==> src/rtl/mips_sll_iter_pkg.sv <==
// mips_sll_iter_pkg: shared widths, level count and FSM encoding for the iterative left shifter
package mips_sll_iter_pkg;
  localparam int WORD_W = 32;
  localparam int SHAMT_W = 5;
  localparam int NUM_LEVELS = 5;
  localparam logic [2:0] LAST_STAGE = 3'(NUM_LEVELS - 1);
  typedef enum logic [1:0] {
    S_IDLE  = 2'd0,
    S_SHIFT = 2'd1,
    S_DONE  = 2'd2
  } state_t;
endpackage

==> src/rtl/mips_sll_iter_if.sv <==
// mips_sll_iter_if: start/busy/done request bus between the datapath and the shift unit
interface mips_sll_iter_if;
  import mips_sll_iter_pkg::*;
  logic start;
  logic [WORD_W-1:0] data_in;
  logic [SHAMT_W-1:0] shamt;
  logic busy;
  logic done;
  logic [WORD_W-1:0] result;
  modport master (output start, data_in, shamt, input busy, done, result);
  modport slave (input start, data_in, shamt, output busy, done, result);
endinterface

==> src/rtl/mips_sll_iter_shl_level.sv <==
// mips_sll_iter_shl_level: one log-shifter level, shifts left by 1<<level when enabled
module mips_sll_iter_shl_level #(
  parameter int WIDTH = 32
) (
  input  logic [WIDTH-1:0] i_data,
  input  logic [2:0]       i_level,
  input  logic             i_en,
  output logic [WIDTH-1:0] o_data
);
  logic [WIDTH-1:0] w_shl;
  assign w_shl = i_data << (6'd1 << i_level);
  for (genvar b = 0; b < WIDTH; b++) begin : g_mux
    assign o_data[b] = i_en ? w_shl[b] : i_data[b];
  end
endmodule

==> src/rtl/mips_sll_iter.sv <==
// mips_sll_iter: sequential sll/sllv unit, one shifter level per clock, registered result
module mips_sll_iter
  import mips_sll_iter_pkg::*;
#(
  parameter int WIDTH = WORD_W,
  parameter int SHAMT_W_P = SHAMT_W
) (
  input  logic           clk,
  input  logic           rst_n,
  mips_sll_iter_if.slave bus
);
  state_t r_state, w_next;
  logic [WIDTH-1:0] r_acc, r_result, w_shifted;
  logic [SHAMT_W_P-1:0] r_amt;
  logic [2:0] r_stage;
  logic w_accept, w_last;
  assign w_accept = (r_state == S_IDLE) && bus.start;
  assign w_last = (r_state == S_SHIFT) && (r_stage == LAST_STAGE);
  assign bus.result = r_result;
  mips_sll_iter_shl_level #(.WIDTH(WIDTH)) u_level (
    .i_data (r_acc),
    .i_level(r_stage),
    .i_en   (r_amt[r_stage]),
    .o_data (w_shifted)
  );
  // state register
  always_ff @(posedge clk or negedge rst_n)
    if (!rst_n) r_state <= S_IDLE;
    else r_state <= w_next;
  // next state and status outputs decoded from the current state
  always_comb begin
    w_next = w_accept ? S_SHIFT : w_last ? S_DONE : (r_state == S_DONE) ? S_IDLE : r_state;
    bus.busy = (r_state == S_SHIFT);
    bus.done = (r_state == S_DONE);
  end
  // operand capture, per-level accumulation and final result register
  always_ff @(posedge clk or negedge rst_n)
    if (!rst_n) begin
      r_acc <= '0;
      r_amt <= '0;
      r_stage <= '0;
      r_result <= '0;
    end else if (w_accept) begin
      r_acc <= bus.data_in;
      r_amt <= bus.shamt;
      r_stage <= '0;
    end else if (r_state == S_SHIFT) begin
      r_acc <= w_shifted;
      r_stage <= w_last ? 3'd0 : r_stage + 3'd1;
      if (w_last) r_result <= w_shifted;
    end
endmodule

==> src/flat_wrapper.sv <==
// flat-port wrapper written by rule: the top's interface ports become plain ports
module mips_sll_iter_flat import mips_sll_iter_pkg::*;
#(
  parameter int WIDTH = WORD_W,
  parameter int SHAMT_W_P = SHAMT_W
)
  (clk, rst_n, bus_start, bus_data_in, bus_shamt, bus_busy, bus_done, bus_result);
  mips_sll_iter_if bus_i ();
  input  logic clk;
  input  logic rst_n;
  input wire logic [$bits(bus_i.start)-1:0] bus_start;
  input wire logic [$bits(bus_i.data_in)-1:0] bus_data_in;
  input wire logic [$bits(bus_i.shamt)-1:0] bus_shamt;
  output wire logic [$bits(bus_i.busy)-1:0] bus_busy;
  output wire logic [$bits(bus_i.done)-1:0] bus_done;
  output wire logic [$bits(bus_i.result)-1:0] bus_result;
  assign bus_i.start = bus_start;
  assign bus_i.data_in = bus_data_in;
  assign bus_i.shamt = bus_shamt;
  assign bus_busy = bus_i.busy;
  assign bus_done = bus_i.done;
  assign bus_result = bus_i.result;
  mips_sll_iter #(.WIDTH(WIDTH), .SHAMT_W_P(SHAMT_W_P)) u_core (.clk(clk), .rst_n(rst_n), .bus(bus_i));
endmodule
==> config.mk <==
export PLATFORM = sky130hd
export DESIGN_NAME = mips_sll_iter_flat
export DESIGN_NICKNAME = d
export VERILOG_FILES = /design/src/rtl/mips_sll_iter_pkg.sv /design/src/rtl/mips_sll_iter_if.sv /design/src/rtl/mips_sll_iter_shl_level.sv /design/src/rtl/mips_sll_iter.sv /design/src/flat_wrapper.sv
export SDC_FILE = /design/constraint.sdc
export NUM_CORES = 1
export LEC_CHECK = 0
export CELL_PAD_IN_SITES_DETAIL_PLACEMENT = 0
export CELL_PAD_IN_SITES_GLOBAL_PLACEMENT = 1
export CORE_ASPECT_RATIO = 2
export CORE_MARGIN = 4
export CORE_UTILIZATION = 42
export DETAILED_ROUTE_END_ITERATION = 16
export PLACE_DENSITY = 0.79
export SLEW_MARGIN = 20
export SYNTH_ARGS = -nofsm -noshare
export SYNTH_HDL_FRONTEND = slang
export SYNTH_SLANG_ARGS = --single-unit
==> constraint.sdc <==
create_clock -name clk -period 3.3 [get_ports clk]
set_input_delay 0.66 -clock clk [delete_from_list [all_inputs] [get_ports clk]]
set_output_delay 0.66 -clock clk [all_outputs]
set_load 0.05 [all_outputs]
# Word-level counts from Yosys, hierarchy flattened
# Index checks and enable logic that the tools add are counted.
# word_totals
ff_bits	74
latchBits	0
mem_bits_rw	0
rom_bits	0
inputBits	40
wordCells	61
n_memories	0
# classes
n_addsub	1
multipliers	0
n_div	0
magnitude_cmp	1
eq_ne	3
n_shift	2
mux	42
n_bitwise	1
n_reduce_logical	6
# ops
cell	count
32-bit 2-to-1 mux	2
1-bit 2-to-1 mux	33
32-bit by 6-bit << shifter with 32-bit output	1
3-bit 2-to-1 mux	3
2-bit 2-to-1 mux	3
1-bit by 3-bit << shifter with 6-bit output, first input constant	1
3-bit by 4-bit < comparator with 1-bit output, second input constant	1
3-bit by 1-bit adder with 3-bit output, second input constant	1
1-bit binary-select mux with 3-bit select	1
3-bit == test, second input constant	1
3-bit AND reduction	1
3-bit nonzero test	1
2-bit by 1-bit == test with 1-bit output, second input constant	1
2-bit == test, second input constant	1
1-bit logical AND	2
2-bit logical NOT	1
2-bit nonzero test	1
1-bit NOT	1

# Depth between registers and ports, before layout
# depth
word_depth	5
ltp_mapped	12
mapped_depth_nobuf	8

# Modules after synthesis
# Synthesis repeated with hierarchy kept, for this count alone.
# unflattened
cells_unflattened	537
area_unflattened_um2	5101.1
# modules_own_cells
module	n_inst	cells_each	area_each_um2
mips_sll_iter	1	290	3459.6
mips_sll_iter_shl_level	1	247	1641.6

# Least setup slack after synthesis
# No wires, ideal clock.
# synth_timing
kind	register to register
from	register u_core.r_stage[2]
to	register u_core.r_acc[24]
setup_ns	0.077
arrival_ns	2.495
required_ns	3.223
path_slack_ns	0.728
stages_incl_launch_ff	13
path_buffers	4
synth_period_minus_slack_ns	2.572
path_cell_list	dfrtp_1 -> buf_4 -> buf_6 -> buf_4 -> inv_2 -> ha_1 -> clkbuf_1 -> clkinv_1 -> nor4_1 -> a32oi_1 -> o211ai_1 -> a211oi_1 -> o21ai_1
# synth_via
elab_chain_cells	5
elab_cells_between_ends	7
cone_classes	shift: 2; mux: 5
# synth_lines
element	line_no	source
from (decl)	mips_sll_iter.sv:15	logic [2:0] r_stage;
from (signal assigned)	mips_sll_iter.sv:49	r_stage <= w_last ? 3'd0 : r_stage + 3'd1;
1-bit by 3-bit << shifter with 6-bit output or 1-bit binary-select mux with 3-bit select (tied branches)	mips_sll_iter_shl_level.sv:11, mips_sll_iter.sv:23	
32-bit by 6-bit << shifter with 32-bit output or 1-bit 2-to-1 mux (tied branches)	mips_sll_iter_shl_level.sv:11, mips_sll_iter.sv:23	
1-bit 2-to-1 mux *	mips_sll_iter_shl_level.sv:13	assign o_data[b] = i_en ? w_shl[b] : i_data[b];
32-bit 2-to-1 mux *	mips_sll_iter.sv:47	end else if (r_state == S_SHIFT) begin
32-bit 2-to-1 mux *	mips_sll_iter.sv:43	end else if (w_accept) begin
to (signal assigned)	mips_sll_iter.sv:44	r_acc <= bus.data_in;
to (signal assigned)	mips_sll_iter.sv:48	r_acc <= w_shifted;
to (decl)	mips_sll_iter.sv:13	logic [WIDTH-1:0] r_acc, r_result, w_shifted;
# Mark *: on every way between the ends. The rest lies on a longest branch, timed or not. The select of a mux whose other input is x is not followed.
# A chain may end at the register's enable or synchronous reset.

# Worst setup path after layout
# layout_timing
from	register u_core.r_stage[0]
to	register u_core.r_acc[22]
# The elaborated chain is that of the path after synthesis.

==> flow_metrics.tcl <==
set metrics [dict create \
    synth_seq_cells 74 \
    status "finished, final reports clean" \
    final-setup-viol-count 0 \
    cts_tree "done" \
    htree_levels 3 \
    slowest_delay_ns 0.64 \
    clock-sinks 74 \
    antenna_found_initial 0 \
    cts_resized 0 \
    rsz0062_at_grt "false" \
    antenna_left 0 \
    synth_fp_nets 696 \
    syn_to_final_growth_pct 23.4 \
    relSlewSlack 0.364 \
    cts_setup_buffers 0 \
    clk_path_buf_depth 2 \
    cap_violations 0 \
    numCtsBuffers 9 \
    cts_root_buf "clkbuf_16" \
    cts.hold.buffers_added 0 \
    cp_max_fo 17 \
    min_period_ns 3.11 \
    cp_cell_sequence "inv_1 -> ha_2 -> buf_4 -> mux2i_1 -> a22oi_2 -> o221ai_1 -> o22ai_1 -> a222oi_1 -> o21ai_1" \
    yosysWarnings 0 \
    endpoint_kind "flip-flop" \
    cp.required_ns 3.49 \
    io_pins 74 \
    synth_seq_area_share 0.331 \
    synth-async-reset-ratio 1.00 \
    clk_pin_slew_worst_paths_ns 0.06 \
    post_drt_wl_per_cell_um 29.2 \
    synth-edff-count 0 \
    timing.final.hold_violations 0 \
    dp_hpwl_mm 19.7 \
    start_util 0.428 \
    antenna_cells 0 \
    final_nets 756 \
    drtIter0Drc 567 \
    startpoint_type "flip-flop" \
    firstDrtPassIters 5 \
    vias 6011 \
    grt_max_degree 75 \
    die-width_um 89.6 \
    path_buf_inv 2 \
    fp-row-count 59 \
    place_congestion 1.04 \
    io_buffers 73 \
    synth_area_mm2 0.00559 \
    final_layout_size_suffix_gt1_frac 0.128 \
    drc 0 \
    worstSetupPathType "flip-flop to flip-flop" \
    timing.fmax_mhz 321 \
    synth_top_flop_cell "dfrtp_1" \
    arrival_ns 3.30 \
    drv_slew 0 \
    grtUsageTotal 0.340 \
    clock_skew_ns 0.00560 \
    syn-instance-count 651 \
    drt_wl_total_mm 25.4 \
    fin_crit_sh 0.943 \
    die_area_mm2 0.0153 \
    synthDistinctLibCells 75 \
    grt_pass1_wl_mm 37.8 \
    fp.coreArea_mm2 0.0131 \
    crit_family "compound AO/OA/AOI/OAI gates" \
    tightest_slew_ns 0.954 \
    die_h_um 171 \
    clkLatencyLatePin_ns 0.33 \
    avgSynthCellArea_um2 8.59 \
    grt_overflow_total 0 \
    viasPerCell 6.93 \
    hold_path_class "input port to asynchronous set/reset pin" \
    grt_pass1_vias 6137 \
    setup_tns_ns 0 \
    cp_slowest_cell "mux2i_1" \
]
## kinds of logic (layout without fill, tap and decap cells)
logic type                 after synthesis  in the layout  synth area share
and+or+nand+nor                        195            195             0.173
muxes                                   55             55             0.122
DFF                                     74             74             0.331
buffers and inverters                   72            137            0.0595
AOI/OAI and AO/OA                      250            250             0.304
adders and majority gates                5              5            0.0112
## stage by stage
| stage | utilization | hold WS [ns] | cells | cell area, µm² | worst slack, ns |
|---|---|---|---|---|---|
| 2_1_floorplan | - | 0.364 | 651 | 5590 | 0.728 |
| 3_3_place_gp | 0.500 | 0.458 | 852 | 6530 | 0.393 |
| 3_5_place_dp | 0.500 | 0.461 | 852 | 6530 | 0.314 |
| 4_1_cts | 0.528 | 0.475 | 868 | 6900 | 0.314 |
| 5_1_grt | 0.528 | 0.519 | 868 | 6900 | 0.0750 |
| 6_report | 0.528 | 0.460 | 868 | 6900 | 0.189 |
## registers in the layout, summed over array words and instances, names as in the netlist
signal / cells
u_core.bus.result: 32
u_core.r_acc: 32
u_core.r_amt: 5
u_core.r_stage: 3
u_core.r_state: 2
## cell type report
cell class / instances / area [µm²]
Timing Repair Buffer: 113 / 1040
Multi-Input combinational cell: 505 / 3420
Tap cell: 152 / 190
Inverter: 8 / 30.0
Clock buffer: 10 / 229
Clock inverter: 6 / 138
Fill cell: 1213 / 6170
Sequential cell: 74 / 1850
## worst reg2reg max path: stages, from the launching register on
cell and delay (ns):
dfrtp_1 0.45, inv_1 0.17, ha_2 0.29, buf_4 0.26
mux2i_1 0.65, a22oi_2 0.17, o221ai_1 0.21, o22ai_1 0.17
a222oi_1 0.48, o21ai_1 0.13
## cell usage in the layout (no fill, tap or decap), drive strengths merged, types with 7 or more instances in the layout
master / instances
nand2b: 9
nand2: 77
a21oi: 40
nor3b: 8
a22oi: 23
o22ai: 21
dfrtp: 74
o21ai: 67
a211o: 7
a2bb2oi: 7
a32oi: 7
nor2: 43
clkbuf: 10
inv: 8
buf: 42
o221ai: 9
and3b: 8
nor2b: 7
o211ai: 14
nor3: 9
mux2i: 33
mux2: 13
a31oi: 8
clkdlybuf4s50: 71
mux4: 9
nand3: 8
## cell usage after synthesis, types with 6 or more instances
master | number | share of area
a211o_1 | 7 | 0.011
a21oi_1 | 40 | 0.036
a22oi_1 | 22 | 0.030
a2bb2oi_1 | 7 | 0.011
a31oi_1 | 8 | 0.0090
a32oi_1 | 7 | 0.011
and3b_1 | 8 | 0.013
buf_2 | 16 | 0.014
clkbuf_1 | 38 | 0.026
dfrtp_1 | 74 | 0.33
inv_1 | 6 | 0.0040
mux2_2 | 11 | 0.022
mux2i_1 | 33 | 0.059
mux4_2 | 9 | 0.036
nand2_1 | 77 | 0.052
nand2b_1 | 9 | 0.010
nand3_1 | 8 | 0.0072
nor2_1 | 43 | 0.029
nor2b_1 | 7 | 0.0078
nor3_1 | 9 | 0.0081
nor3b_1 | 6 | 0.0081
o211ai_1 | 13 | 0.017
o21ai_0 | 35 | 0.031
o21ai_1 | 31 | 0.028
o221ai_1 | 9 | 0.014
o22ai_1 | 21 | 0.023
## metal layers
layer,track usage,share of wire,up-vias
li1,-,-,2592
met1,0.375,0.35,2956
met2,0.552,0.49,340
met3,0.0705,0.065,123
met4,0.260,0.093,0
met5,0,0,-
## path summary, 6_finish.rpt
| kind | end | slack, ns | cells past startpoint | from |
|---|---|---|---|---|
| max | u_core.r_acc[22]$_DFFE_PN0P_ | 0.19 | 9 | u_core.r_stage[0]$_DFFE_PN0P_ |
| min | u_core.bus.result[7]$_DFFE_PN0P_ | 0.46 | 1 | rst_n |
| max reg2reg | u_core.r_acc[22]$_DFFE_PN0P_ | 0.19 | 9 | u_core.r_stage[0]$_DFFE_PN0P_ |
| min reg2reg | u_core.r_amt[3]$_DFFE_PN0P_ | 0.48 | 2 | u_core.r_amt[3]$_DFFE_PN0P_ |
| max in group asynchronous | u_core.r_state[1]$_DFFE_PN0P_ | 2.20 | 1 | rst_n |
| min in group clk | u_core.r_amt[3]$_DFFE_PN0P_ | 0.48 | 2 | u_core.r_amt[3]$_DFFE_PN0P_ |
Power is left out: the tool's default activity adds up to more than one toggle a clock period on the data nets, which glitch-free logic cannot reach.
